### src/rtl/snn_pkg.sv
// Shared definitions for the spiking-network event schedulers.
// Contents:
//   arb_state_t        - arbiter FSM state (ARB_IDLE, ARB_OFFER)
//   N_NEURONS_DEFAULT  - default number of spike sources per arbiter
package snn_pkg;

    typedef enum logic {
        ARB_IDLE  = 1'b0,
        ARB_OFFER = 1'b1
    } arb_state_t;

    localparam int unsigned N_NEURONS_DEFAULT = 4;

endpackage : snn_pkg

### src/rtl/rr_pick.sv
// Combinational rotate-priority finder.
// Scans req starting at index ptr, wrapping from N-1 back to 0, and returns
// the first set index.
// Ports:
//   req    in  [N-1:0]     request vector
//   ptr    in  [ID_W-1:0]  index with highest priority this cycle
//   gnt_id out [ID_W-1:0]  first set index at or after ptr (0 if none)
//   any    out             at least one request bit is set
module rr_pick #(
    parameter int unsigned N    = 4,
    parameter int unsigned ID_W = $clog2(N)
) (
    input  logic [N-1:0]    req,
    input  logic [ID_W-1:0] ptr,
    output logic [ID_W-1:0] gnt_id,
    output logic            any
);

    always_comb begin : pick
        int unsigned idx;
        gnt_id = '0;
        any    = 1'b0;
        idx    = 0;
        for (int unsigned k = 0; k < N; k++) begin
            idx = (32'(ptr) + k) % N;
            if (!any && req[idx]) begin
                any    = 1'b1;
                gnt_id = idx[ID_W-1:0];
            end
        end
    end

endmodule : rr_pick

### src/rtl/spike_event_arbiter.sv
// Round-robin spike event arbiter.
// Collects one-deep pending spike events from N_NEURONS sources and offers
// them one at a time on a valid/ready port to a shared synapse unit.
// Ports:
//   clk        in   system clock
//   rst_n      in   synchronous active-low reset
//   ena        in   enable; low suppresses capture and new offers
//   spike_in   in   per-neuron spike, one event per high cycle
//   ev_valid   out  event offered (registered)
//   ev_id      out  id of offered neuron (registered)
//   ev_ready   in   synapse unit accepts the offered event
//   busy       out  any event pending or offered
//   overflow   out  sticky flag: an event was dropped (registered)
//   clear_ovf  in   clears overflow; a same-cycle new overflow wins
module spike_event_arbiter
    import snn_pkg::*;
#(
    parameter int unsigned N_NEURONS = N_NEURONS_DEFAULT,
    parameter int unsigned ID_W      = $clog2(N_NEURONS)
) (
    input  logic                 clk,
    input  logic                 rst_n,
    input  logic                 ena,
    input  logic [N_NEURONS-1:0] spike_in,
    output logic                 ev_valid,
    output logic [ID_W-1:0]      ev_id,
    input  logic                 ev_ready,
    output logic                 busy,
    output logic                 overflow,
    input  logic                 clear_ovf
);

    localparam logic [N_NEURONS-1:0] ONE_HOT0 = {{(N_NEURONS-1){1'b0}}, 1'b1};
    localparam logic [ID_W-1:0]      LAST_ID  = ID_W'(N_NEURONS - 1);

    arb_state_t           state_q, state_d;
    logic [N_NEURONS-1:0] pending_q, pending_d;
    logic [ID_W-1:0]      ptr_q, ptr_d;
    logic                 ev_valid_q, ev_valid_d;
    logic [ID_W-1:0]      ev_id_q, ev_id_d;
    logic                 overflow_q, overflow_d;

    logic                 hs;
    logic [N_NEURONS-1:0] clr_mask;
    logic [N_NEURONS-1:0] cap;
    logic [N_NEURONS-1:0] pend_after_hs;
    logic                 ovf_hit;
    logic [ID_W-1:0]      ptr_after;
    logic [N_NEURONS-1:0] pick_req;
    logic [ID_W-1:0]      pick_ptr;
    logic [ID_W-1:0]      pick_id;
    logic                 pick_any;

    // Pending bookkeeping and overflow detection.
    always_comb begin
        hs            = ev_valid_q & ev_ready;
        clr_mask      = hs ? (ONE_HOT0 << ev_id_q) : '0;
        cap           = ena ? spike_in : '0;
        pend_after_hs = pending_q & ~clr_mask;
        pending_d     = pend_after_hs | cap;
        // A spike on the id being handshaked refills a just-freed slot,
        // so it is compared against the post-handshake view.
        ovf_hit       = |(cap & pend_after_hs);
        if (ovf_hit) begin
            overflow_d = 1'b1;
        end else if (clear_ovf) begin
            overflow_d = 1'b0;
        end else begin
            overflow_d = overflow_q;
        end
        ptr_after = (ev_id_q == LAST_ID) ? '0 : ev_id_q + ID_W'(1);
    end

    // One finder serves both cases: from ptr in IDLE, and from the
    // post-handshake pointer over the remaining bits in OFFER.
    always_comb begin
        if (state_q == ARB_OFFER) begin
            pick_req = pend_after_hs;
            pick_ptr = ptr_after;
        end else begin
            pick_req = pending_q;
            pick_ptr = ptr_q;
        end
    end

    rr_pick #(
        .N    (N_NEURONS),
        .ID_W (ID_W)
    ) u_pick (
        .req    (pick_req),
        .ptr    (pick_ptr),
        .gnt_id (pick_id),
        .any    (pick_any)
    );

    always_comb begin
        state_d    = state_q;
        ev_valid_d = ev_valid_q;
        ev_id_d    = ev_id_q;
        ptr_d      = ptr_q;
        case (state_q)
            ARB_IDLE: begin
                if (ena && pick_any) begin
                    state_d    = ARB_OFFER;
                    ev_valid_d = 1'b1;
                    ev_id_d    = pick_id;
                end
            end
            ARB_OFFER: begin
                if (hs) begin
                    ptr_d = ptr_after;
                    if (ena && pick_any) begin
                        ev_id_d = pick_id;
                    end else begin
                        state_d    = ARB_IDLE;
                        ev_valid_d = 1'b0;
                    end
                end
            end
            default: begin
                state_d    = ARB_IDLE;
                ev_valid_d = 1'b0;
            end
        endcase
    end

    always_ff @(posedge clk) begin
        if (!rst_n) begin
            state_q    <= ARB_IDLE;
            pending_q  <= '0;
            ptr_q      <= '0;
            ev_valid_q <= 1'b0;
            ev_id_q    <= '0;
            overflow_q <= 1'b0;
        end else begin
            state_q    <= state_d;
            pending_q  <= pending_d;
            ptr_q      <= ptr_d;
            ev_valid_q <= ev_valid_d;
            ev_id_q    <= ev_id_d;
            overflow_q <= overflow_d;
        end
    end

    assign ev_valid = ev_valid_q;
    assign ev_id    = ev_id_q;
    assign overflow = overflow_q;
    assign busy     = (|pending_q) | ev_valid_q;

endmodule : spike_event_arbiter

### config.mk
export PLATFORM = sky130hd
export DESIGN_NAME = spike_event_arbiter
export DESIGN_NICKNAME = d
export VERILOG_FILES = /design/src/rtl/snn_pkg.sv /design/src/rtl/rr_pick.sv /design/src/rtl/spike_event_arbiter.sv
export SDC_FILE = /design/constraint.sdc
export NUM_CORES = 1
export LEC_CHECK = 0
export BUFFER_PORTS_ARGS = -buffer_cell sky130_fd_sc_hd__buf_2
export CORE_MARGIN = 3
export CORE_UTILIZATION = 35
export CTS_CLUSTER_DIAMETER = 30
export DETAILED_ROUTE_END_ITERATION = 10
export GPL_ROUTABILITY_DRIVEN = 0
export GPL_TIMING_DRIVEN = 1
export SYNTH_ARGS = -nofsm -noshare
export SYNTH_HDL_FRONTEND = slang
export SYNTH_SLANG_ARGS = --single-unit
### constraint.sdc
create_clock -name clk -period 3.05 [get_ports clk]
set_input_delay 0.305 -clock clk [delete_from_list [all_inputs] [get_ports clk]]
set_output_delay 0.305 -clock clk [all_outputs]
set_load 0.02 [all_outputs]
-- After elaboration in Yosys (flattened, before gate mapping)
Cells that the tools add are included.
- $add $sub $neg: 4
- reductions and logical operators: 12
- bitwise operators: 7
- shifts and indexed selects: 1
- magnitude comparators: 4
- muxes and demuxes: 33
- equality and inequality tests: 4
- operators with widths (operator ; number):
    $mux 2 ; 8
    $mux 1 ; 15
    $lt 2x3->1 const B ; 4
    $mux 4 ; 3
    $and 4x4->4 ; 2
    $bmux 1 s2 ; 4
    $reduce_or 4->1 ; 2
    $add 2x1->2 const B ; 2
    $add 2x2->2 const B ; 2
    $logic_and 1x1->1 ; 4
    $ne 2x2->1 const B ; 2
    $not 4->4 ; 1
    $or 4x4->4 ; 1
    $pmux 1 s2 ; 2
    $pmux 2 s2 ; 1
    $shl 1x2->4 const A ; 1
    $logic_not 1->1 ; 3
    $reduce_and 3->1 ; 1
    $eq 2x2->1 const B ; 1
    $ne 2x1->1 const B ; 1
    $reduce_and 2->1 ; 1
    $reduce_bool 2->1 ; 1
    $and 1x1->1 ; 1
    $not 1->1 ; 1
    $or 1x1->1 ; 1
- flip-flop bits (word level): 11
- input port bits: 9
- output and inout port bits: 5
- word-level logic and storage cells: 71

-- Logic depth before layout (Yosys ltp)
Gate-level depths: netlist (run 1).
- depth after elaboration: 21
- depth in mapped cells: 7
- mapped depth without buffers: 7

-- Cells and area by module
Synthesis (run 1) repeated with hierarchy kept, for this count alone.
- cell total of the unflattened synthesis: 84
- area, all modules: 671.9 µm²
- modules (own cells, without submodules) (module ; cells each ; times used ; area an instance (µm²) ; sequential area each (µm²)):
    spike_event_arbiter ; 69 ; 1 ; 594.3 ; 220.2
    rr_pick ; 15 ; 1 ; 77.6 ; 0.0

-- Worst setup path before layout (run 1)
Ideal clock, no wire load.
- kind: register to register
- start: register ev_id_q[0], in the netlist ev_id[0]
- end: register ev_id_q[1], in the netlist ev_id[1]
- library setup time: 0.117 ns
- arrival: 1.734 ns
- data required time: 2.933 ns
- slack: 1.199 ns
- stages on the path, launching flop included: 7
- clock period less this slack: 1.851 ns
- path buffers: 0
- cells stage by stage: dfxtp_1 inv_1 ha_1 o21ai_0 a31oi_1 or3_1 a32o_1
- elaborated cells between the ends (all ways): 38
- classes of those cells: add/sub (4); eq/ne (1); shift (1); mux (23); bitwise (2); reduce/logical (7)
- RTL lines (what ; RTL line ; text):
    start: declaration ; spike_event_arbiter.sv:40 ; logic [ID_W-1:0] ev_id_q, ev_id_d;
    start signal: assignment ; spike_event_arbiter.sv:140 ; ev_id_q <= ev_id_d;
    $add 2x1->2 / $eq 2x2->1 (equally long branches) ; spike_event_arbiter.sv:71 ; ptr_after = (ev_id_q == LAST_ID) ? '0 : ev_id_q + ID_W'(1);
    $mux 2 (*) ; spike_event_arbiter.sv:71 ;
    named net ptr_after[1] ; spike_event_arbiter.sv:48 ; logic [ID_W-1:0] ptr_after;
    $mux 2 (*) ; spike_event_arbiter.sv:77 ; if (state_q == ARB_OFFER) begin
    branches (longest 13 deep; another with $add 2x1->2) ; - ;
    $mux 2 (*) ; spike_event_arbiter.sv:103, spike_event_arbiter.sv:112 ;
    $mux 2 ; spike_event_arbiter.sv:110 ; if (hs) begin
    $pmux 2 s2 (*) ; spike_event_arbiter.sv:101 ; case (state_q)
Mark *: on every way through the listed nets, which the timed path passes. The select of a mux whose other input is x is not followed.
A chain may end at the register's enable or synchronous reset.

-- Final worst setup path (run 1)
Ends and elaborated chain as after synthesis.

==> results of run 1 <==
==> area by class of cell <==
| cell class | count | area share [%] |
|---|---|---|
| clock buffers | 4 | 3.23 |
| inverters | 5 | 2.31 |
| repair buffers | 13 | 8.00 |
| well taps | 25 | 3.85 |
| flip-flops and latches | 11 | 27.1 |
| multi-input cells | 70 | 55.5 |
==> sequential cells by signal, indices dropped and copies added, names as in the netlist <==
| signal | cells |
|---|---|
| ptr_q | 2 |
| overflow | 1 |
| ev_id | 2 |
| pending_q | 4 |
| state_q | 1 |
| ev_valid | 1 |
==> synth_stat cells, drive strengths merged (2+ instances only) <==
master  count  area share (%)
a21o        2             2.1
a31oi       3             2.7
a41oi       2             2.5
nor2        9             4.8
nand2      13             8.0
inv         5             2.7
ha          4             7.1
mux2i       4             5.7
and2        2             1.8
a22oi       3             3.2
nand4       3             3.6
dfxtp      11              31
o21ai       6             4.3
a32o        2             2.9
a21oi       8             5.7
==> logic make-up (layout without fill, tap and decap cells) <==
kind of cell | after synthesis | after routing | share of synthesized area, %
AND/OR/NAND/NOR | 31 | 31 | 21.7
AO/OA/AOI/OAI | 30 | 30 | 28.2
flip-flops | 11 | 11 | 31.4
buffers and inverters | 7 | 22 | 4.28
multiplexers | 5 | 5 | 7.31
adder cells (fa/ha/maj) | 4 | 4 | 7.13
==> where the power goes <==
part           total (W)  switching (W)  leakage (nW)  internal, W
clock network   0.000102      0.0000515        0.0150    0.0000508
registers       0.000169      0.0000150        0.0904     0.000153
logic          0.0000846      0.0000490         0.229    0.0000356
total           0.000355       0.000115         0.335     0.000240
==> layer usage <==
metal | vias up | track usage, %
met5 | - | 0
met4 | 0 | 8.07
met3 | 5 | 5.04
met2 | 22 | 18.7
met1 | 309 | 19.5
li1 | 361 | -
==> path summary, 6_finish.rpt <==
check,startpoint,depth (start not counted),endpoint,slack [ns]
hold reg to reg,ptr_q[0],2,ptr_q[0],0.55
setup / recovery,ev_id[0],6,ev_id[1],1.20
setup reg to reg,ev_id[0],6,ev_id[1],1.20
hold / removal,rst_n,2,pending_q[1],0.27
==> per-stage QoR <==
stage	worst slack, ns	power (W)	utilization [%]	hold slack, ns	instance area [um2]
after floorplan	1.20	0.000230	-	0.422	702
after global placement	1.29	0.000255	43.7	0.533	787
after detailed placement	1.23	0.000256	43.7	0.546	787
after CTS	1.20	0.000360	45.1	0.265	813
after global routing	1.04	0.000383	45.1	0.280	813
final	1.20	0.000355	45.1	0.275	813
==> cells in the final DEF (no fill, tap or decap), types with 2 or more instances in the layout <==
cell type                  count
sky130_fd_sc_hd__nand4_1       2
sky130_fd_sc_hd__dfxtp_1      11
sky130_fd_sc_hd__clkbuf_4      3
sky130_fd_sc_hd__a22oi_1       3
sky130_fd_sc_hd__ha_1          4
sky130_fd_sc_hd__o21ai_0       5
sky130_fd_sc_hd__a31oi_1       3
sky130_fd_sc_hd__buf_2        13
sky130_fd_sc_hd__nand2_1      12
sky130_fd_sc_hd__and2_1        2
sky130_fd_sc_hd__a21oi_1       8
sky130_fd_sc_hd__a21o_1        2
sky130_fd_sc_hd__mux2i_1       4
sky130_fd_sc_hd__a41oi_1       2
sky130_fd_sc_hd__nor2_1        9
sky130_fd_sc_hd__inv_1         5
sky130_fd_sc_hd__a32o_1        2
==> results.txt, run 1 <==
- Die area: 2580 um2
- Wire segments on met3 add up to 128 um in the final route.
- TritonCTS built the clock tree.
- Areal power density over the cells: 437 nW/um2
- Reported leakage power: 0.335 nW
* Initial Utilization: 39.0%
- Final hold violation count: 0
- The detailed router finished its first iteration with 26 violations.
- Global routing used 14.2% of the available tracks.
* Final Setup Violations: 0
- The most used flip-flop cell after synthesis is sky130_fd_sc_hd__dfxtp_1.
* CORE AREA: 1800 um2
* Number of synthesis warnings: 0
* Aggregate negative setup slack: 0 ns
- Post_cts resized: 0
* Post-CTS clock slew at the launch and capture registers of the worst setup and hold paths: 0.07 ns
* Final Non-Filler Cells: 128
- Required time reported for the critical path endpoint: 3.22 ns
- Peak supply drop: 0.225 mV
* Placed Cells: 124
* Post-CTS setup buffers: 0
- Post-synth design cell area: 702 um2
* CP arrival: 2.01 ns
* Vert. Die Dim: 50.8 um
* Crit-path cells: inv_1 > ha_1 > o21ai_0 > a31oi_1 > or3_1 > a32o_1
* Max Clock Freq: 0.542 GHz
- Final slew viol count: 0
- Routed signal wires occupy layers up through met4.
- The worst path uses 60.5% of the clock period.
* Post-synthesis register bit count: 11
- Dividing the detail-routed via count by the number of cells gives 5.45.
- Area taken by multi-input logic gates: 452 um2
- Entering global routing, the biggest net connects 12 pins.
* RSZ-0062 raised after global routing: no
* Worst slew margin relative to its limit: 67.6%
- Setup Crit Path Kind: reg -> reg
- Total Wirelength: 1.63 mm
- Fin Clk Skew: 0.00555 ns
- The path class of the tightest hold or removal check is in -> reg.
* Vias in the first global route: 587
- Detail Placement HPWL: 1.24 mm
- Std-Cell Rows: 15
- In the final layout, flip-flops and latches occupy 220 um2.
- Counting the fill cells in the layout gives 199.
* Max-cap viol count: 0
* Routed via count: 697
- For the pin with the worst max-slew slack, the measured transition is 0.480 ns.
- Status: finished, final reports clean
- Family with the most delay on the worst path: compound AO/OA/AOI/OAI gates
- Element type at the critical path end: flop
- Count of hold-fix buffers inserted at cts: 0
- TritonRoute pass-1 iters: 4
- Sum of met2 wire segment lengths after detailed routing: 671 um
- Net Count, Synth: 101
* Seq/Total Area, Yosys: 31.4%
- Highest cell delay on the worst timing path: 0.41 ns
* Detailed-routing wirelength on met1: 790 um
- Clock buffers created by TritonCTS: 3
- Critical path fanouts, max: 6
- CTS root buf: sky130_fd_sc_hd__clkbuf_4
* Boundary Pins: 14
- Counting both buffers and inverters, the worst setup path holds a total of 1.
- Launching element type of the critical path: flop
* Share of async-settable or async-resettable flops after synthesis: 0%
- In this run the deepest clock path goes through 2 buffers.
* Number of distinct standard cells referenced by the synthesized netlist: 29
- The average instance in the mapped netlist occupies 7.98 um2.
- Number of clock sinks seen by CTS: 11
- The synthesized design contains 0 enable-type register cells.
* Initial antenna violation count: 0
- The post-route netlist has 19.4% of its cells at a drive strength greater than 1.
- Counting every instance in the synthesized netlist gives 88.
- Relative area change from synthesis to final layout: 15.9%
- Overall die width: 50.8 um
- Clock latency of the later-clocked register in the worst-skew pair: 0.28 ns
* Wire length of the first global-routing pass: 2.72 mm
- Layout Nets: 117
- Dividing the detail-routed wire length by the instance count gives 12.7 um.
- Grt ovf: 0
- The number of antenna diodes in the final layout is 0.
- Once detail routing completed, the nets flagged for antenna violations numbered 0.
- Count of buffers from port buffering: 13
- Remaining routing DRC violations: 0
* Post-layout min period: 1.85 ns
- On the critical path, the stage with the largest delay is an instance of sky130_fd_sc_hd__dfxtp_1.
- Maximum level of the CTS H-tree: 1
Power figures use the tool's default switching activity.
==> run 2: changes to the inputs <==
- ABC_AREA: not set -> 1
- clock period: 3.05 -> 1.52 ns (I/O delays scaled with it)
==> results.txt, run 2 <==
- Among all flip-flop cells after synthesis, the most frequent one is sky130_fd_sc_hd__dfxtp_1.
- In this run the tightest slew margin relative to its limit is 85.0%.
* Status: complete, but fails checks
* Final Worst Setup Slack: -0.226 ns
- STA classifies the critical path startpoint as a flop.
- After detailed routing, the wire length on met1 is 1.10 mm.
- Across the run, the number of max-cap violations was 0.
- Initial antenna violation count: 0
* Most flops, register: pending_q
- Count of buffers from port buffering: 13
- Post-synth design cell area: 970 um2
- Relative area change from synthesis to final layout: 45.2%
- Routed wl met3: 125 um
- Worst-path cell with the longest stage delay: sky130_fd_sc_hd__dfxtp_4
- The internal power of the cells totals 0.00126 W.
* Longest Clk Path Bufs: 2
- In the finished design, the share of the clock period the worst path needs comes to 115%.
- Clock tree synthesis found a total of 11 sinks.
- Setup violations remaining at the end of the flow were counted as 4.
* Class of the tightest hold or removal check: in -> reg
* Grt ovf: 0
- The final reports fail on setup timing.
* Setup slack of the worst register-to-register path: -0.23 ns
* Number of enable-type register cells in the synthesized netlist: 0
- The cell that appears most often on the critical path is sky130_fd_sc_hd__nand2_2.
* Family with the most delay on the worst path: simple AND/OR/NAND/NOR gates
- Together, buffers and inverters on the worst path number 1.
* Fill count: 240
* Transition time at the pin with the least slew margin: 0.224 ns
- Fin Clk Skew: 0.00120 ns
- Counting the buffers created by CTS gives 3.
* TritonRoute pass-1 iters: 4
- Top cell types by occurrence after synthesis: sky130_fd_sc_hd__nand2_1, sky130_fd_sc_hd__nand3_1, sky130_fd_sc_hd__dfxtp_1
- In the global route stage, overall resource usage came out at 16.4%.
* Largest net degree at the start of global routing: 10
- Per report_power, the sequential group accounts for 17.5% of the total.
- Layout Nets: 196
* Overall Power: 0.00250 W
* Initial Utilization: 38.1%
- The register with the most flip-flops in the layout has 4 of them.
- Highest metal layer used by the detailed router: met4
- Remaining routing DRC violations: 0
* Most instantiated library cell after synthesis: sky130_fd_sc_hd__nand2_1
- Reg-to-Reg Start: ev_id[0]
* Switching Power: 0.00124 W
- Wire length of the first global-routing pass: 4.31 mm
- Post-layout min period: 1.75 ns
* Sum of met2 wire segment lengths after detailed routing: 1.34 mm
- Fraction of power spent switching nets: 49.6%
* Final core occ: 55.3%
- Post-CTS clock slew at the launch and capture registers of the worst setup and hold paths: 0.07 ns
- The worst-case IR drop observed on VDD is 0.992 mV.
* Average routed wire per standard cell: 12.2 um
* Std-Cell Rows: 18
- TritonCTS built the clock tree.
- The die is 58.6 um wide.
* Routed via count: 1076
- The most critical setup path has its startpoint at ev_id[0].
* Mapped Avg Cell Area: 6.64 um2
- Number of distinct standard cells referenced by the synthesized netlist: 25
- Dominant cells by area after synthesis: sky130_fd_sc_hd__dfxtp_1, sky130_fd_sc_hd__nand2_1, sky130_fd_sc_hd__nand3_1, sky130_fd_sc_hd__nand2_4, sky130_fd_sc_hd__ha_1
- The top cell types in the final layout, fill and taps aside, are sky130_fd_sc_hd__nand2_1, sky130_fd_sc_hd__nand2_2, sky130_fd_sc_hd__buf_4.
- At the later pin of the worst-skew pair, clock insertion delay measures 0.27 ns.
- Max Clock Freq: 0.573 GHz
- Post-Synthesis Cells: 146
- Critical path fanouts, max: 6
* Areal power density over the cells: 1780 nW/um2
* Final hold violation count: 0
- Share of async-settable or async-resettable flops after synthesis: 0%
- The first routing iteration left 22 violations.
- Top-area cell type share of the netlist area: 22.7%
* CP arrival: 1.92 ns
- Once detail routing completed, the nets flagged for antenna violations numbered 0.
- The repair_antennas step left the layout with diodes totalling 0.
- Setup repair after global routing could not meet its margin everywhere.
- After synthesis the netlist holds a flip-flop and latch count of 11.
* Number of synthesis warnings: 0
- The worst setup path is captured at a flop.
- The floorplan step defined a die boundary enclosing 3440 um2.
* Clock network fraction of total power: 8.4%
- Reported leakage power: 0.647 nW
- Setup Crit Path Kind: reg -> reg
- Seq/Total Area, Yosys: 22.7%
* Detail Placement HPWL: 2.00 mm
- The final layout contains routed wiring with a total length of 2.58 mm.
- In this design, the stage delay of the slowest critical-path cell is 0.38 ns.
* Most common library cell in the layout ignoring fill and taps: sky130_fd_sc_hd__nand2_1
* Combinational cell fraction of total power: 74.0%
* Boundary Pins: 14
- CTS root buf: sky130_fd_sc_hd__clkbuf_4
- The synthesized design spends more area on one cell type than any other, namely sky130_fd_sc_hd__dfxtp_1.
- The floorplan step defined a core boundary enclosing 2540 um2.
- The count of pins over their slew limit came to 0.
- Of the cells placed in the final design, the portion with a size suffix greater than 1 is 50.5%.
* Crit-path cells: ha_4 > nor2_4 > nand2_2 > nand2_4 > buf_6 > nand2_2 > nand2_4 > nand3_2 > nand2_2 > nand4_2 > nand3_2 > nand2_1 > nand2_1 > nor2_2
* Maximum level of the CTS H-tree: 1
- The number of global-route vias before repair came to 974.
- Count of hold-fix buffers inserted at cts: 0
- STA puts the critical path data required time at 1.70 ns.
- Using the TritonRoute via totals, the vias-per-cell ratio works out to 5.08.
* Startpoint of the worst hold path: rst_n
* Vert. Die Dim: 58.6 um
* Net Count, Synth: 159
- Worst hold-check slack: 0.133 ns
-- run 2: changes by cell type after synthesis, moves of 3 or more --
cell / previous run / this run
sky130_fd_sc_hd__nand2_1: 12 / 48
sky130_fd_sc_hd__nand3_1: 0 / 21
sky130_fd_sc_hd__nand2_2: 0 / 8
sky130_fd_sc_hd__nand2_4: 1 / 6
sky130_fd_sc_hd__mux2i_1: 4 / 0
sky130_fd_sc_hd__a22oi_1: 3 / 0
sky130_fd_sc_hd__a31oi_1: 3 / 0
sky130_fd_sc_hd__nand3_2: 0 / 3
-- run 2: final cells by class --
cell class              count  area [um2]  share of cell area, %
flip-flops and latches     11         229                   16.3
well taps                  30        37.5                   2.67
clock buffers               4        26.3                   1.87
inverters                   9        53.8                   3.82
repair buffers             34         230                   16.4
multi-input cells         124         831                   59.0
-- run 2: stage by stage --
stage | instances | setup TNS, ns | setup WS, ns | instance area, um2
2_1_floorplan | 146 | -0.257 | -0.125 | 1030
3_3_place_gp | 202 | -0.766 | -0.264 | 1220
3_5_place_dp | 202 | -0.773 | -0.274 | 1220
4_1_cts | 210 | -0.651 | -0.210 | 1310
5_1_grt | 212 | -1.16 | -0.339 | 1410
6_report | 212 | -0.768 | -0.226 | 1410
-- run 2: worst reg2reg max path: cells and delay by family, from the launching register on --
kind	cells	cell delay [ns]
simple gates	12	0.96
flops	1	0.38
buf+inv	1	0.13
fa+ha+maj	1	0.18
-- run 2: cell families (layout without fill, tap and decap cells) --
kind of cell / count (synthesis) / count (layout) / share of synthesized area (%)
flip-flops: 11 / 11 / 22.7
adder cells (fa/ha/maj): 4 / 4 / 5.16
AND/OR/NAND/NOR: 104 / 104 / 56.3
buffers and inverters: 11 / 47 / 6.71
AO/OA/AOI/OAI: 16 / 16 / 9.16
-- run 2: repair_timing --
action / CTS / global route
setup endpoints to repair: 4 / 5
endpoints found under the hold margin: 0 / 0
pin swaps: 9 / 17
gates resized for setup: 10 / 21
buffers inserted: 4 / 2
gates cloned: 0 / 0
-- run 2: worst paths after layout --
| check | to | cells past startpoint |
|---|---|---|
| worst max-delay path | ev_id[0] | 14 |
| worst min-delay path | ev_id[1] | 3 |
| worst max register to register | ev_id[0] | 14 |
| worst min register to register | ptr_q[1] | 2 |
-- run 2: power groups by stage --
stage          sequential (W)  clock (W)  combinational (W)
6_report             0.000438   0.000211            0.00185
5_1_grt              0.000453   0.000238            0.00202
4_1_cts              0.000437   0.000211            0.00165
3_5_place_dp         0.000442          0            0.00153
3_3_place_gp         0.000438          0            0.00152
2_1_floorplan        0.000471          0            0.00105
-- run 2: metal layers --
layer / vias to the layer above / global-route usage [%]
met2: 25 / 28.4
met3: 2 / 4.82
met4: 0 / 1.94
li1: 565 / -
met5: - / 0
met1: 484 / 20.6
